===== src/rtl/adder_pkg.sv =====
// Shared types for the adder result path.
package adder_pkg;

    localparam int ADDER_WIDTH = 4;

    typedef struct packed {
        logic                   cout;
        logic [ADDER_WIDTH-1:0] sum;
    } adder_result_t;

endpackage


===== src/rtl/result_fifo_ctrl.sv =====
// Pointer/occupancy control for the adder result FIFO.
module result_fifo_ctrl #(
    parameter int DEPTH = 4,
    localparam int AW = $clog2(DEPTH),
    localparam int PW = AW + 1
) (
    input  logic          clk,
    input  logic          rst,
    input  logic          in_valid,
    input  logic          out_ready,
    output logic          in_ready,
    output logic          out_valid,
    output logic          push,
    output logic          pop,
    output logic [AW-1:0] wr_addr,
    output logic [AW-1:0] rd_addr,
    output logic [PW-1:0] level
);

    logic [PW-1:0] wr_ptr_q, wr_ptr_d;
    logic [PW-1:0] rd_ptr_q, rd_ptr_d;
    logic          full;
    logic          empty;

    // Extra MSB on each pointer distinguishes full from empty.
    always_comb begin
        empty     = (wr_ptr_q == rd_ptr_q);
        full      = (wr_ptr_q[AW] != rd_ptr_q[AW]) &&
                    (wr_ptr_q[AW-1:0] == rd_ptr_q[AW-1:0]);
        in_ready  = !full && !rst;
        out_valid = !empty;
        push      = in_valid && in_ready;
        pop       = out_valid && out_ready;
        wr_ptr_d  = wr_ptr_q + PW'(push);
        rd_ptr_d  = rd_ptr_q + PW'(pop);
        wr_addr   = wr_ptr_q[AW-1:0];
        rd_addr   = rd_ptr_q[AW-1:0];
        level     = wr_ptr_q - rd_ptr_q;
    end

    always_ff @(posedge clk or posedge rst) begin
        if (rst) begin
            wr_ptr_q <= '0;
            rd_ptr_q <= '0;
        end else begin
            wr_ptr_q <= wr_ptr_d;
            rd_ptr_q <= rd_ptr_d;
        end
    end

endmodule


===== src/rtl/adder_result_buffer.sv =====
// Registered result stage behind the 4-bit adder: checks each captured
// result against A+B, buffers it, and keeps carry/mismatch statistics.
module adder_result_buffer
    import adder_pkg::*;
#(
    parameter int WIDTH = ADDER_WIDTH,
    parameter int DEPTH = 4,
    parameter int CNT_W = 8
) (
    input  logic                       clk,
    input  logic                       rst,
    input  logic                       in_valid,
    output logic                       in_ready,
    input  logic [WIDTH-1:0]           A,
    input  logic [WIDTH-1:0]           B,
    input  logic [WIDTH-1:0]           SUM,
    input  logic                       COUT,
    output logic                       out_valid,
    input  logic                       out_ready,
    output logic [WIDTH:0]             out_result,
    output logic [$clog2(DEPTH):0]     level,
    output logic [CNT_W-1:0]           carry_count,
    output logic                       mismatch,
    input  logic                       clr_stats
);

    localparam int AW = $clog2(DEPTH);

    logic          push;
    logic          pop;
    logic [AW-1:0] wr_addr;
    logic [AW-1:0] rd_addr;

    result_fifo_ctrl #(.DEPTH(DEPTH)) u_ctrl (
        .clk       (clk),
        .rst       (rst),
        .in_valid  (in_valid),
        .out_ready (out_ready),
        .in_ready  (in_ready),
        .out_valid (out_valid),
        .push      (push),
        .pop       (pop),
        .wr_addr   (wr_addr),
        .rd_addr   (rd_addr),
        .level     (level)
    );

    logic [WIDTH:0]       mem_q [DEPTH];
    logic [WIDTH:0]       entry_d;
    logic [WIDTH:0]       ref_sum;
    logic                 bad_sum;
    logic [CNT_W-1:0]     carry_count_q, carry_count_d;
    logic                 mismatch_q, mismatch_d;

    always_comb begin
        entry_d = {COUT, SUM};
        ref_sum = {1'b0, A} + {1'b0, B};
        bad_sum = (ref_sum != entry_d);
    end

    // Storage needs no reset; the pointers decide what is visible.
    always_ff @(posedge clk) begin
        if (push) begin
            mem_q[wr_addr] <= entry_d;
        end
    end

    always_comb begin
        carry_count_d = carry_count_q;
        mismatch_d    = mismatch_q;
        if (push && COUT && (carry_count_q != '1)) begin
            carry_count_d = carry_count_q + 1'b1;
        end
        if (push && bad_sum) begin
            mismatch_d = 1'b1;
        end
        if (clr_stats) begin
            carry_count_d = '0;
            mismatch_d    = 1'b0;
        end
    end

    always_ff @(posedge clk or posedge rst) begin
        if (rst) begin
            carry_count_q <= '0;
            mismatch_q    <= 1'b0;
        end else begin
            carry_count_q <= carry_count_d;
            mismatch_q    <= mismatch_d;
        end
    end

    always_comb begin
        out_result  = out_valid ? mem_q[rd_addr] : '0;
        carry_count = carry_count_q;
        mismatch    = mismatch_q;
    end

    logic unused_pop;
    assign unused_pop = pop;

endmodule


===== config.mk =====
export PLATFORM = sky130hd
export DESIGN_NAME = adder_result_buffer
export DESIGN_NICKNAME = d
export VERILOG_FILES = /design/src/rtl/adder_pkg.sv /design/src/rtl/result_fifo_ctrl.sv /design/src/rtl/adder_result_buffer.sv
export SDC_FILE = /design/constraint.sdc
export NUM_CORES = 1
export LEC_CHECK = 0
export CAP_MARGIN = 20
export CELL_PAD_IN_SITES_DETAIL_PLACEMENT = 0
export CELL_PAD_IN_SITES_GLOBAL_PLACEMENT = 1
export CORE_ASPECT_RATIO = 0.6
export CORE_MARGIN = 1
export CORE_UTILIZATION = 41
export DETAILED_ROUTE_END_ITERATION = 12
export PLACE_DENSITY = 0.84
export RECOVER_POWER = 100
export SLEW_MARGIN = 20
export SYNTH_ARGS = -nofsm -noshare
export SYNTH_HDL_FRONTEND = slang
export SYNTH_SLANG_ARGS = --single-unit

===== constraint.sdc =====
create_clock -name clk -period 2.51 [get_ports clk]
set_input_delay 0.251 -clock clk [delete_from_list [all_inputs] [get_ports clk]]
set_output_delay 0.251 -clock clk [all_outputs]
set_load 0.005 [all_outputs]

==> results.yml <==
status:
  status: "completed"
floorplan:
  rows: 18
  dieHeight_microns: 53.0
  io_pins: 37
  start_util_pct: 42.9
  core-area_sq_um: 4140
  fp.dieW_microns: 87.0
  dieArea_sq_um: 4620
clocking:
  cts_tree: "built"
  clkSlewWorstSetupHoldPaths_ps: 80
  htree_levels: 2
  cts_sinks: 35
  cts_hold_buffers: 0
  ctsRootBufferMaster: "clkbuf_8"
  clock_latency_ps: 280
  clk_path_buf_depth: 2
  numCtsBuffers: 5
hold_path:
  hold_end: "u_ctrl.wr_ptr_q[0]$_DFF_PP0_"
  hold_path.class: "reg2reg"
  hold_path_depth: 1
  hp-start: "u_ctrl.wr_ptr_q[0]$_DFF_PP0_"
drt:
  post_drt_wl_per_cell_microns: 15.1
  drtIter0Drc: 90
  vias: 1224
  viasPerCell: 5.08
  drc_errors: 0
  wirelength_mm: 3.64
  drtPass1Iterations: 4
  drt.antenna.violating_nets: 0
timing:
  drv_slew: 0
  fin_crit_sh_pct: 93.8
  slew_headroom_pct: 42.3
  finalCriticalPeriod_ps: 2350
  finalHoldViolCount: 0
  skew_ps: 11.3
  max_freq_mhz: 425
  setup_viol: 0
  worst_pin_slew_ps: 865
  tns_ps: 0
  rsz0062_at_grt: "no"
power:
  max-vdd-ir-drop_mv: 0.356
  leakage_nw: 0.935
  power_density_nw_per_um2: 956
yosys:
  ys_ff_latch: 35
  avgSynthCellArea_sq_um: 13.4
  yosys_warnings: 0
  synthesis.area_sq_um: 1780
  synth_seq_area_share_pct: 54.9
  yosys.area.top_type_share_pct: 33.8
  ys_top_cells_by_area: "edfxtp_1 34%, dfrtp_1 21%, ha_1 7.7%"
  synth.distinct_cells: 32
  postSynthCellCount: 133
  synth_largest_area_cell: "edfxtp_1"
  syn_nets: 164
grt:
  grt_max_degree: 18
  antenna_found_initial: 0
  grtUsageTotal_pct: 17.8
  grt-ovfl-total: 0
  grt_pass1_vias: 1224
  grt_pass1_wl_mm: 5.93
cells_and_area:
  fin_area_sq_um: 2350
  n_antenna_cell: 0
  regArea_sq_um: 976
  area_growth_syn_to_layout_pct: 32.0
  fillers: 361
  final_cell_mix: "20 x dlygate4sd3_1, 20 x edfxtp_1, 16 x clkdlybuf4s50_1"
  layout-drive-gt1-share_pct: 11.0
  final_core_util_pct: 56.7
  fin_nets: 211
  multiInputGateArea_sq_um: 761
critical_path:
  crit_required_ps: 2260
  critPathKind: "reg2out"
  r2r_end: "u_ctrl.wr_ptr_q[2]$_DFF_PP0_"
  start_kind: "register"
  reg2reg_from: "u_ctrl.wr_ptr_q[0]$_DFF_PP0_"
  r2r_cells: 8
  crit_arrival_ps: 2100
  r2r_setup_slack_ps: 240
  crit_path_end_kind: "primary output"
  worst-path-max-fanout: 7
flow_run:
  drv_cap: 0
placement:
  place_area_sq_um: 2250
  dp_hpwl_mm: 2.72
  port-buffer-count: 36
  gp_congestion: 0.740
sequential cells by signal, summed over array words and instances (netlist names):
name / flops
u_ctrl.rd_ptr_q: 3
u_ctrl.wr_ptr_q: 3
mem_q: 20
carry_count: 8
mismatch: 1
worst max-delay path, stage by stage, from the launching register on:
cell	delay, ps
dfrtp_1	400
inv_1	100
ha_1	320
nand2_1	100
nor2_2	280
inv_1	60
dlygate4sd3_1	570
power breakdown:
group | switching [mW] | total [mW] | internal (mW)
combinational | 0.413 | 0.961 | 0.548
sequential | 0.0765 | 0.786 | 0.710
clock | 0.202 | 0.497 | 0.296
worst max-delay path by stage:
stage / startpoint / endpoint / slack, ps / depth (start not counted)
2_1_floorplan: u_ctrl.rd_ptr_q[1]$_DFF_PP0_ / mem_q[0][0]$_DFFE_PP_ / 460 / 6
3_3_place_gp: u_ctrl.wr_ptr_q[0]$_DFF_PP0_ / u_ctrl.wr_ptr_q[2]$_DFF_PP0_ / 410 / 8
3_5_place_dp: u_ctrl.wr_ptr_q[0]$_DFF_PP0_ / u_ctrl.wr_ptr_q[2]$_DFF_PP0_ / 280 / 8
4_1_cts: u_ctrl.wr_ptr_q[0]$_DFF_PP0_ / out_result[4] / 60 / 6
5_1_grt: u_ctrl.wr_ptr_q[0]$_DFF_PP0_ / out_valid / 20 / 6
6_report: u_ctrl.wr_ptr_q[0]$_DFF_PP0_ / out_valid / 160 / 6
cells in the mapped netlist:
library cell  count
edfxtp_1         20
dfrtp_1          15
ha_1             11
inv_1             8
nor2b_1           8
a21oi_1           7
xor2_1            6
mux4_2            5
nor2_1            5
xnor2_1           5
nor3_1            4
o31ai_1           4
or4_1             4
nand2_1           3
nand3_1           3
nand4_1           3
a21o_1            2
clkbuf_1          2
fa_1              2
mux2_2            2
nand2b_1          2
nor4_1            2
a311oi_1          1
a31oi_1           1
buf_4             1
mux2i_1           1
nor3b_1           1
o211ai_2          1
o21ai_0           1
o21bai_1          1
or3_1             1
xnor2_2           1
per-layer routing:
metal,vias to the layer above,global-route usage [%],share of wire [%]
li1,589,-,-
met1,598,22.6,46
met2,35,31.2,49
met3,2,4.21,4.9
met4,0,4.17,0.55
met5,-,0,0
stage by stage:
step	instances	total power [mW]	hold WS [ps]	setup slack [ps]
2_1_floorplan	133	1.30	168	464
3_3_place_gp	233	1.78	537	414
3_5_place_dp	233	1.82	565	283
4_1_cts	241	2.32	360	63.9
5_1_grt	241	2.40	616	23.2
6_report	241	2.24	588	156
layout make-up:
type	count	share of cell area [%]
Sequential cell	35	41.6
Multi-Input combinational cell	87	32.4
Tap cell	60	3.20
Clock buffer	5	2.93
Timing Repair Buffer	43	16.8
Clock inverter	3	1.86
Inverter	8	1.28
kinds of logic (layout without fill, tap and decap cells):
| group | count (synthesis) | after routing | synth area share (%) |
|---|---|---|---|
| AND/OR/NAND/NOR | 36 | 36 | 11.4 |
| flip-flops | 35 | 35 | 54.9 |
| AO/OA/AOI/OAI | 18 | 18 | 6.75 |
| adder cells (fa/ha/maj) | 13 | 13 | 9.99 |
| XOR/XNOR | 12 | 12 | 6.33 |
| buffers and inverters | 11 | 59 | 2.53 |
| multiplexers | 8 | 8 | 8.16 |
repair_timing:
item / 4_1_cts / 5_1_grt
endpoints found under the setup margin: 0 / 6
gates resized for setup: 0 / 1
buffers inserted: 0 / 0
(Power assumes the default switching activity.)
==> RTL edit 1: new RTL, same settings <==
Set the parameter `CNT_W` to 10 (it was 8).
--- a/src/rtl/adder_result_buffer.sv
+++ b/src/rtl/adder_result_buffer.sv
@@ -7,3 +7,3 @@
     parameter int DEPTH = 4,
-    parameter int CNT_W = 8
+    parameter int CNT_W = 10
 ) (
Ports: changed (resized carry_count); port bits go from 37 to 39. No check against the original RTL was run, so the function may have changed too.
==> RTL edit 1 against the original RTL <==
Sequential share of layout area fell by 0.47 points; final area rose by 6.3%; via count rose by 11%; highest routed layer unchanged; power rose by 4.1%; critical path depth did not move; sequential cell count rose by 2; area after synthesis rose by 8.1%; clock power rose by 2%; worst setup slack improved by 0.0085 ns; wire length rose by 14%; sequential power rose by 4.6%; fmax rose by 0.36%.
==> RTL edit 1: results (changes against the original RTL) <==
- Status: completed
- Mux share of post-synthesis cell area: 6.376% (-1.8 points)
- Worst reg-to-reg setup slack: 0.40 ns (+0.16 ns)
- Synth area leaders: edfxtp_1 31%, dfrtp_1 22%, ha_1 7.2%
- Met3 wire len: 254 um (+41%)
- Setup Skew: 0.005615 ns (-0.005668 ns)
- Worst path top cell family by delay: buffers and inverters
- Total Routing Usage GR: 19.00% (+1.2 points)
- Seq area share: 41.08% (-0.47 points)
- Internal Power: 1.585 mW (+2.1%)
- GPL Wtd Cong: 0.8124 (+9.7%)
- Met2 routed WL: 1.833 mm (+3.7%)
- NonClk Buf Share: 15.83% (-0.95 points)
- 1st-iter DRT viols: 99 (+10%)
- Clock buf/inv share: 4.409% (-0.39 points)
- Seq cells: 37 (+5.7%)
- Met2 GRT Util: 30.03% (-1.2 points)
- # diodes: 0 (unchanged)
- Non-clk invs: 10 (+2)
- Non-clk bufs: 40 (-7.0%)
- Detailed-route vias per instance: 5.333 (+5.0%)
- Top cells by count, synth: 20 x edfxtp_1, 17 x dfrtp_1, 11 x ha_1
- R2r worst-path depth: 6 (-2)
- Worst hold margin: 0.5422 ns (-0.04549 ns)
- Ys async rst share: 45.95% (+3.1 points)
- Post-synth net total: 180 (+9.8%)
- Post-Route Utilization: 58.06% (+1.4 points)
- Placed insts: 247 (+6.0%)
- Grt met1 use: 25.98% (+3.4 points)
- Worst hold path type: input port to async pin
- Vias in the first global route: 1333 (+8.9%)
- Synth Area in Compound Gates: 10.47% (+3.7 points)
- Final nets: 225 (+6.6%)
- Peak VDD IR: 0.2785 mV (-22%)
- Global-route wire length before repair: 6.906 mm (+17%)
- Port-buffer cells: 38 (+5.6%)
- FILL cells: 355 (-1.7%)
- Root Driver: clkbuf_8
- Synth cell types: 36 (+13%)
- Reg-to-reg critical path endpoint: carry_count[5]$_DFFE_PP0P_
- Post-Synth Adder-Cell Area: 9.239% (-0.75 points)
- DP Worst Slack: 0.3038 ns (+0.02115 ns)
- Detail Placement HPWL: 3.214 mm (+18%)
- Static leakage: 0.9905 nW (+5.9%)
- WL met1: 2.016 mm (+21%)
- Rel. slew slack: 52.44% (+10 points)
- Xor and xnor area share after synthesis: 6.441% (+0.11 points)
- Avg Inst Size Synth: 12.91 um2 (-3.5%)
- Ratio of cells with drive above 1 in the final layout: 8.205% (-2.8 points)
- Post-DP Area: 2386 um2 (+5.9%)
- WL/cell: 16.26 um (+7.6%)
- Comb_multi_in: 100 (+15%)
- Drt total wl: 4.146 mm (+14%)
- M3 GR Usage: 5.464% (+1.3 points)
- Post-synthesis sequential area ratio: 53.35% (-1.5 points)
- Multi-input logic portion of the cell area: 34.17% (+1.8 points)
- Clock Latency Late Sink: 0.29 ns
## RTL edit 1: cell types whose count changed after synthesis, moves of 2 or more
| cell | before | now |
|---|---|---|
| a21oi_1 | 7 | 10 |
| and3_1 | 0 | 3 |
| nand2_1 | 3 | 6 |
| nand3_1 | 3 | 6 |
| nor3_1 | 4 | 1 |
| o41ai_1 | 0 | 3 |
| dfrtp_1 | 15 | 17 |
| inv_1 | 8 | 10 |
| mux2_2 | 2 | 0 |
| nand2b_1 | 2 | 0 |
| nand4_1 | 3 | 1 |
| or3_1 | 1 | 3 |
## RTL edit 1: power by group through the flow
stage	Sequential (mW)	Combinational, mW	Clock [mW]
2_1_floorplan	0.834	0.530	0
3_3_place_gp	0.832	1.02	0
3_5_place_dp	0.836	1.06	0
4_1_cts	0.823	1.07	0.513
5_1_grt	0.833	1.11	0.552
6_report	0.822	1.00	0.509
## RTL edit 1: worst max path at each step
stage                     slack (ns)                          from                      endpoint
after global placement          0.38  u_ctrl.wr_ptr_q[0]$_DFF_PP0_                 out_result[3]
after floorplan                 0.59  u_ctrl.rd_ptr_q[1]$_DFF_PP0_  u_ctrl.rd_ptr_q[2]$_DFF_PP0_
after global routing            0.02  u_ctrl.wr_ptr_q[0]$_DFF_PP0_                 out_result[0]
final                           0.16  u_ctrl.wr_ptr_q[0]$_DFF_PP0_                 out_result[0]
after detailed placement        0.30  u_ctrl.wr_ptr_q[0]$_DFF_PP0_                 out_result[3]
after CTS                       0.13  u_ctrl.wr_ptr_q[0]$_DFF_PP0_                 out_result[3]
## RTL edit 1: what timing repair did
| item | CTS | global route |
|---|---|---|
| hold buffers | 0 | 0 |
| gates cloned | 0 | 0 |
| setup endpoints to repair | 2 | 1 |
| gates resized for setup | 1 | 1 |
==> RTL edit 2: new RTL, same flow settings <==
Without the edit above. Put a register stage on the output `level`, without a reset. The value now appears one clock later. The other outputs are not delayed to match.
--- a/src/rtl/adder_result_buffer.sv
+++ b/src/rtl/adder_result_buffer.sv
@@ -28,2 +28,4 @@
 
+    logic [$clog2(DEPTH):0] level_d;
+
     logic          push;
@@ -44,3 +46,3 @@
         .rd_addr   (rd_addr),
-        .level     (level)
+        .level     (level_d)
     );
@@ -101,2 +103,6 @@
 
+    always_ff @(posedge clk) begin
+        level <= level_d;
+    end
+
 endmodule
Function: changed (a bounded check fails within 4 cycles, from zero or initial values and one cycle with rst high).
==> RTL edit 2 against the original RTL <==
Sequential power is 17% higher; combinational power is 14% lower; wire length hardly changed; highest routed layer unchanged; via count is 3.7% higher; final area is 1.4% higher; sequential cell count is 3 higher; area after synthesis is 4.0% higher; global-route usage is 0.28 points higher; clock skew is 0.0010 ns lower; clock power is 15% lower; power is 3.9% lower; worst setup slack better by 0.010 ns; largest power group is now sequential cells.
==> RTL edit 2: results (changes against the original RTL) <==
- Total Routing Usage GR: 18.08% (+0.28 points)
- Top cells by count, synth: 20 x edfxtp_1, 15 x dfrtp_1, 11 x ha_1
- Slew @ Worst Pin: 0.7476 ns (-0.1176 ns)
- Drt total wl: 3.644 mm (about the same)
- Ys async rst share: 39.47% (-3.4 points)
- Post-synth net total: 169 (+3.0%)
- Setup Skew: 0.01027 ns (-0.001016 ns)
- Xor and xnor area share after synthesis: 6.085% (-0.24 points)
- Ratio of cells with drive above 1 in the final layout: 9.783% (-1.3 points)
- Seq group: 0.916 mW (+17%)
- Global-route wire length before repair: 6.051 mm (+2.1%)
- Mux share of post-synthesis cell area: 7.235% (-0.92 points)
- H-tree Lvls: 2 (unchanged)
- Synth cell types: 33 (+3.1%)
- Comb. pwr: 0.823 mW (-14%)
- Status: completed
- Total Power: 2.158 mW (-3.9%)
- Worst hold path type: input port to async pin
- Post-synthesis sequential area ratio: 55.98% (+1.1 points)
- Vias in the first global route: 1238 (+1.1%)
- Largest net degree at the start of global routing: 13 (-5)
- Sw frac: 31.09% (+0.28 points)
- Post-Synth Adder-Cell Area: 9.601% (-0.38 points)
- Final nets: 214 (+1.4%)
- Slowest Stage Delay on Critical Path: 0.52 ns (-0.05 ns)
- Detail Placement HPWL: 2.884 mm (+5.9%)
- Static leakage: 0.9335 nW (-0.20%)
- Peak VDD IR: 0.3248 mV (-8.8%)
- DP Worst Slack: 0.2251 ns (-0.05757 ns)
- GPL Wtd Cong: 0.8208 (+11%)
- Worst path top cell family by delay: flip-flops
- Vias post-DR: 1269 (+3.7%)
==> RTL edit 2: changes by cell type in the layout (fill, tap and decap cells not counted), moves of 2 or more <==
cell	change
dfxtp_1	+3
buf_4	-2
a31oi_1	+3
nor3_1	+3
a21oi_1	-2
==> RTL edit 2: layer usage <==
| metal | GRT usage, % | part of all wire (%) | vias up |
|---|---|---|---|
| li1 | - | - | 605 |
| met1 | 25.42 | 48 | 616 |
| met2 | 27.44 | 45 | 46 |
| met3 | 4.908 | 6.4 | 2 |
| met4 | 5.645 | 0.33 | 0 |
| met5 | 0 | 0 | - |
==> RTL edit 2: cells by family (layout without fill, tap and decap cells) <==
| group | Yosys count | in the layout |
|---|---|---|
| xor gates and xnor gates | 12 | 12 |
| AOI/OAI and AO/OA | 20 | 20 |
| and+or+nand+nor | 36 | 36 |
| muxes | 7 | 7 |
| buffers and inverters | 12 | 58 |
| adders and majority gates | 13 | 13 |
| DFF | 38 | 38 |
==> RTL edit 2: worst paths after layout <==
| kind | start | end | slack (ns) |
|---|---|---|---|
| hold reg to reg | carry_count[6]$_DFFE_PP0P_ | carry_count[6]$_DFFE_PP0P_ | 0.52 |
| setup reg to reg | u_ctrl.rd_ptr_q[0]$_DFF_PP0_ | u_ctrl.wr_ptr_q[2]$_DFF_PP0_ | 0.26 |
| setup / recovery | u_ctrl.rd_ptr_q[0]$_DFF_PP0_ | out_result[2] | 0.17 |
| hold / removal | rst | u_ctrl.rd_ptr_q[0]$_DFF_PP0_ | 0.37 |
| min in group clk | carry_count[6]$_DFFE_PP0P_ | carry_count[6]$_DFFE_PP0P_ | 0.52 |
| max in group asynchronous | rst | u_ctrl.wr_ptr_q[0]$_DFF_PP0_ | 1.20 |
==> RTL edit 2: repair_timing <==
action | CTS | global route
resized for setup | 1 | 1
buffers inserted | 0 | 0
endpoints found under the setup margin | 6 | 6
==> RTL edit 2: final cells by class <==
cell class / instances / area [um2] / share of cell area [%]
flip-flops and latches: 38 / 1037 / 43.56
multi-input cells: 88 / 764.5 / 32.11
repair buffers: 41 / 379.1 / 15.92
clock buffers: 7 / 86.33 / 3.626
well taps: 60 / 75.07 / 3.153
inverters: 9 / 33.78 / 1.419
clock inverters: 1 / 5.005 / 0.2102
==> RTL edit 2: per-stage QoR <==
step / cells / cell area (um2) / util [%]
floorplan: 138 / 1851 / -
CTS: 244 / 2399 / 56.95
detailed placement: 236 / 2305 / 54.72
finish: 244 / 2381 / 56.54
global placement: 236 / 2305 / 54.72
global route: 244 / 2381 / 56.54
